===== config.mk =====
export PLATFORM = sky130hd
export DESIGN_NAME = branch_predictor
export DESIGN_NICKNAME = d
export VERILOG_FILES = /design/src/rtl/branch_predictor_pkg.sv /design/src/rtl/bp_counter.sv /design/src/rtl/branch_predictor.sv
export SDC_FILE = /design/constraint.sdc
export NUM_CORES = 2
export LEC_CHECK = 0
export CAP_MARGIN = 40
export CORE_MARGIN = 2
export CORE_UTILIZATION = 65
export CTS_CLUSTER_SIZE = 28
export DETAILED_ROUTE_END_ITERATION = 7
export PLACE_DENSITY_LB_ADDON = 0.15
export SLEW_MARGIN = 40
export SYNTH_ARGS = -nofsm -noshare
export SYNTH_HDL_FRONTEND = slang
export SYNTH_SLANG_ARGS = --single-unit

===== constraint.sdc =====
create_clock -name clk -period 20.4 [get_ports clk]
set_input_delay 4.08 -clock clk [delete_from_list [all_inputs] [get_ports clk]]
set_output_delay 4.08 -clock clk [all_outputs]
set_load 0.005 [all_outputs]

===== src/rtl/branch_predictor_pkg.sv =====
// Shared definitions for the NaiveMIPS branch predictor: address width and
// 2-bit counter encodings.
package branch_predictor_pkg;

  localparam int W_ADDR = 32;

  typedef enum logic [1:0] {
    BP_SNT = 2'b00,
    BP_WNT = 2'b01,
    BP_WT  = 2'b10,
    BP_ST  = 2'b11
  } bp_ctr_e;

  // Fresh allocations start weakly taken; reset leaves every counter weakly not-taken.
  localparam bp_ctr_e BP_CTR_INIT = BP_WT;
  localparam bp_ctr_e BP_CTR_RST  = BP_WNT;

endpackage


===== src/rtl/bp_counter.sv =====
// 2-bit saturating counter next-state logic used on the predictor update path.
module bp_counter
  import branch_predictor_pkg::*;
(
  input  logic [1:0] ctr,
  input  logic       taken,
  output logic [1:0] ctr_next
);

  always_comb begin
    ctr_next = ctr;
    if (taken) begin
      if (ctr != BP_ST) ctr_next = ctr + 2'd1;
    end else begin
      if (ctr != BP_SNT) ctr_next = ctr - 2'd1;
    end
  end

endmodule


===== src/rtl/branch_predictor.sv =====
// Direct-mapped tagged branch predictor: combinational lookup in IF, training from ID.
// Define BP_GSHARE_EN to XOR the index with a global history register (gshare).
module branch_predictor
  import branch_predictor_pkg::*;
#(
  parameter int ENTRIES = 64,
  parameter int TAG_W   = 8,
  parameter int GHR_W   = 6
) (
  input  logic                       clk,
  input  logic                       rst,
  input  logic [W_ADDR-1:0]          lookup_pc,
  output logic                       pred_taken,
  output logic [W_ADDR-1:0]          pred_addr,
  output logic [$clog2(ENTRIES)-1:0] pred_idx,
  input  logic                       upd_en,
  input  logic [W_ADDR-1:0]          upd_pc,
  input  logic [$clog2(ENTRIES)-1:0] upd_idx,
  input  logic                       upd_taken,
  input  logic [W_ADDR-1:0]          upd_addr
);

  localparam int IDX_W  = $clog2(ENTRIES);
  localparam int TAG_LO = IDX_W + 2;

  // Flop arrays rather than block RAM: the lookup is read asynchronously.
  logic              valid_reg  [ENTRIES];
  logic [1:0]        ctr_reg    [ENTRIES];
  logic [TAG_W-1:0]  tag_reg    [ENTRIES];
  logic [W_ADDR-1:0] target_reg [ENTRIES];

  logic [IDX_W-1:0] lookup_idx;
  logic [TAG_W-1:0] lookup_tag;
  logic [TAG_W-1:0] upd_tag;
  logic             lookup_hit;
  logic             upd_hit;
  logic [1:0]       ctr_next;
  logic             unused_bits;

`ifdef BP_GSHARE_EN
  logic [GHR_W-1:0] ghr_reg;

  always_ff @(posedge clk or posedge rst) begin
    if (rst) begin
      ghr_reg <= '0;
    end else if (upd_en) begin
      ghr_reg <= {ghr_reg[GHR_W-2:0], upd_taken};
    end
  end

  assign lookup_idx = lookup_pc[IDX_W+1:2] ^ IDX_W'(ghr_reg);
`else
  localparam int GHR_W_UNUSED = GHR_W;

  assign lookup_idx = lookup_pc[IDX_W+1:2];
`endif

  assign lookup_tag = lookup_pc[TAG_LO+TAG_W-1:TAG_LO];
  assign upd_tag    = upd_pc[TAG_LO+TAG_W-1:TAG_LO];

  assign lookup_hit = valid_reg[lookup_idx] && (tag_reg[lookup_idx] == lookup_tag);
  assign pred_taken = lookup_hit && ctr_reg[lookup_idx][1];
  assign pred_addr  = pred_taken ? target_reg[lookup_idx] : lookup_pc + 32'd4;
  assign pred_idx   = lookup_idx;

  // The update index comes from the pipeline, so it already includes any history hashing.
  assign upd_hit = valid_reg[upd_idx] && (tag_reg[upd_idx] == upd_tag);

  // PC bits outside the index/tag fields never affect the table.
  assign unused_bits = ^upd_pc;

  bp_counter u_counter (
    .ctr      (ctr_reg[upd_idx]),
    .taken    (upd_taken),
    .ctr_next (ctr_next)
  );

  always_ff @(posedge clk or posedge rst) begin
    if (rst) begin
      for (int i = 0; i < ENTRIES; i++) begin
        valid_reg[i] <= 1'b0;
        ctr_reg[i]   <= BP_CTR_RST;
      end
    end else if (upd_en) begin
      if (upd_hit) begin
        ctr_reg[upd_idx] <= ctr_next;
      end else if (upd_taken) begin
        valid_reg[upd_idx] <= 1'b1;
        ctr_reg[upd_idx]   <= BP_CTR_INIT;
      end
    end
  end

  // Tag and target are qualified by valid, so they carry no reset.
  always_ff @(posedge clk) begin
    if (upd_en && upd_taken) begin
      tag_reg[upd_idx]    <= upd_tag;
      target_reg[upd_idx] <= upd_addr;
    end
  end

endmodule


==> reports/results.ini <==
[outcome]
outcome=finished clean

[worst_setup_path]
end_kind=primary output
required_ns=16.32
crit_path_max_fanout=72
start_kind=input port
startpoint=lookup_pc[2]
r2r-start=tag_reg[23][5]
rr_endpoint=ctr_reg[59]
cp_data_arrival_time_ns=10.01
r2r_cells=11
reg2reg_slack_ns=15.54
path_class=in -> out

[cts]
cts_buffers=284
root_buffer=clkbuf_16
clock_sinks=2752
htreeDepth=5
clockBufferDepth=4
cts_setup_buffers=0
clock_latency_ns=0.93
cts_resized=0
cts_tree=done
cts.hold.buffers_added=0
clk_pin_slew_ns=0.05

[synth]
synth_top_family_by_area=multiplexers
synth_nets=5493
ys_ff_latch=2752
synth_area_leader_cell=edfxtp_1
yosys.area_share.adder_pct=0.02101
synth_simple_gate_area_share_pct=2.242
yosysTopAreaCellShare_pct=67.95
synthMuxAreaShare_pct=19.86
synth_area_leaders=edfxtp_1, mux4_2, dfrtp_1, dfstp_2, mux2i_1
yosysSeqAreaShare_pct=72.27
netlist_area_um2=113100
async_flop_share_pct=6.977
synth-edff-count=2560
synthXorXnorAreaFrac_pct=0.3251
synth_area_per_cell_um2=21.01
synth_cell_types=84
synth_ff_type=edfxtp_1
syn_inst=5386
synth-compound-area-share_pct=3.349
yosysWarnings=0

[routing]
wl_per_cell_um=41.81
via_per_inst=7.657
drt_iter0_markers=11170
wl_um=341200
drc=0
final_antenna_net_count=0
vias=62480
drt_pass1_iterations=8

[worst_hold_path]
hold_class=reg -> reg
hold_depth=2
hold_start=ctr_reg[10]
min_to=ctr_reg[10]

[floorplanning]
floorplan.initialDensity_pct=65.23
die_w_um=421.2
dieHeight_um=421.2
coreArea_um2=173400
rows=153
io_pins=145
dieArea_um2=177400

[job]
maxCapViolCount=0

[sta]
tns_ns=0
min_period_over_period_pct=69.09
max_slew_margin_pct=35.64
fin_skew_ns=0.04550
tightest_slew_ns=0.9654
final-setup-viol-count=0
fin_crit_ns=14.09
rsz0062_at_grt=no
clock.fmax_ghz=0.07096
maxSlewViolCount=0
hold_violations=0

[final_layout]
layout-drive-gt1-share_pct=30.98
nNetsFinal=5727
syn_to_final_growth_pct=11.80
num-fill-cells=9678
fin_util_pct=72.93
largest_register_ffs=2048

[global_route]
grt_util_all_layers_pct=38.79
overflow=0
antenna_found_initial=22
grt_max_degree=140
grt_pass1_wl_um=473900
grt_pass1_vias=61040

[placement]
dp_hpwl_um=172600
place.port_buffers=120
gp_congestion=0.8554

[power_and_ir_drop]
power.density_nw_per_um2=94.32
max-vdd-ir-drop_uv=110.2
leakagePower_nw=40.31

-- layer usage --
metal	global-route usage (%)	wire length [um]	vias up
met5	0.4570	281	-
li1	-	-	23250
met1	52.18	112700	32450
met4	21.21	21560	26
met3	11.30	48400	1108
met2	58.21	158200	5651
-- cells by family after synthesis --
group,Yosys count
and+or+nand+nor,517
muxes,1097
AOI/OAI and AO/OA,538
buffers and inverters,438
xor gates and xnor gates,42
DFF,2752
adders and majority gates,2
-- area by class of cell --
cell class / count / area [um^2] / share of cell area [%]
Sequential cell: 2752 / 81760 / 64.64
Multi-Input combinational cell: 2196 / 29760 / 23.53
Clock buffer: 358 / 7637 / 6.038
Timing Repair Buffer: 323 / 3176 / 2.511
Tap cell: 2325 / 2909 / 2.300
Clock inverter: 121 / 933.4 / 0.7379
Inverter: 63 / 254.0 / 0.2008
Antenna cell: 22 / 55.05 / 0.04352
-- power by group --
part	internal [mW]	leakage (nW)	switching [mW]	total, mW
Sequential	6.22	25.3	0.0339	6.26
Combinational	0.305	10.8	0.435	0.740
Clock	2.82	4.22	2.11	4.93
Total	9.35	40.3	2.58	11.9
-- cells in the final DEF (no fill, tap or decap), types with 44 or more instances in the layout --
master           instances
clkinv_1                54
mux4_2                 912
nor2_4                  63
o21ai_0                118
clkbuf_1                60
o21ai_1                 44
buf_4                  173
dfstp_2                 64
nand2_1                122
nand3_1                103
clkbuf_16              294
nor2_1                  87
clkinv_2                48
mux2_2                  56
edfxtp_1              2560
clkdlybuf4s50_1         80
inv_1                   59
dfrtp_1                128
mux2i_1                126
-- cells in the mapped netlist (10+ instances only) --
| master | n |
|---|---|
| nor2b_1 | 15 |
| nor3_1 | 10 |
| edfxtp_1 | 2560 |
| o31ai_1 | 18 |
| a31o_1 | 20 |
| a21oi_1 | 42 |
| dfrtp_1 | 128 |
| buf_1 | 30 |
| o22ai_1 | 21 |
| mux2_2 | 56 |
| a221oi_1 | 40 |
| a2bb2oi_1 | 12 |
| o21ai_0 | 118 |
| or2_0 | 13 |
| inv_1 | 60 |
| dfstp_2 | 64 |
| o211ai_1 | 11 |
| a22oi_1 | 42 |
| buf_4 | 31 |
| nor2_1 | 151 |
| o21ai_1 | 44 |
| mux4_2 | 912 |
| nand4_1 | 12 |
| mux2i_1 | 126 |
| a31oi_1 | 26 |
| clkbuf_1 | 181 |
| a211oi_1 | 18 |
| nand3_1 | 103 |
| nand2_1 | 124 |
| buf_2 | 90 |
| a31o_2 | 42 |
| or2_2 | 10 |
| xnor2_1 | 29 |
| buf_6 | 40 |
| xor2_1 | 13 |
-- stage by stage --
step | setup WS, ns | power [mW] | std cells | hold slack (ns) | area, um^2
final | 6.307 | 11.93 | 8160 | 0.4693 | 126500
after global routing | 6.054 | 12.18 | 8151 | 0.4820 | 126500
after CTS | 6.462 | 11.94 | 8133 | 0.4705 | 126300
after detailed placement | 6.473 | 7.092 | 7654 | 0.4564 | 117700
after global placement | 6.496 | 7.074 | 7635 | 0.4536 | 117100
after floorplan | 8.760 | 6.810 | 5386 | 0.4423 | 113100
-- how the worst max path moves through the flow --
stage	endpoint	slack, ns	cells past startpoint
finish	pred_addr[5]	6.31	15
global route	pred_addr[5]	6.05	15
CTS	pred_addr[5]	6.46	14
detailed placement	pred_addr[5]	6.47	14
global placement	pred_addr[5]	6.50	14
floorplan	pred_addr[11]	8.76	11
-- worst max-delay path, cell delays in order --
cell,delay [ns]
buf_8,0.40
buf_12,0.32
buf_16,0.42
buf_4,0.68
mux4_2,0.60
mux2i_1,0.25
a21oi_1,0.10
mux2_2,0.29
a21oi_1,0.52
xor2_1,0.19
nand4_1,0.19
nor3_4,0.22
buf_4,0.52
mux2_2,0.50
clkdlybuf4s50_1,0.53
No activity file was read; power rests on OpenSTA's default activity.
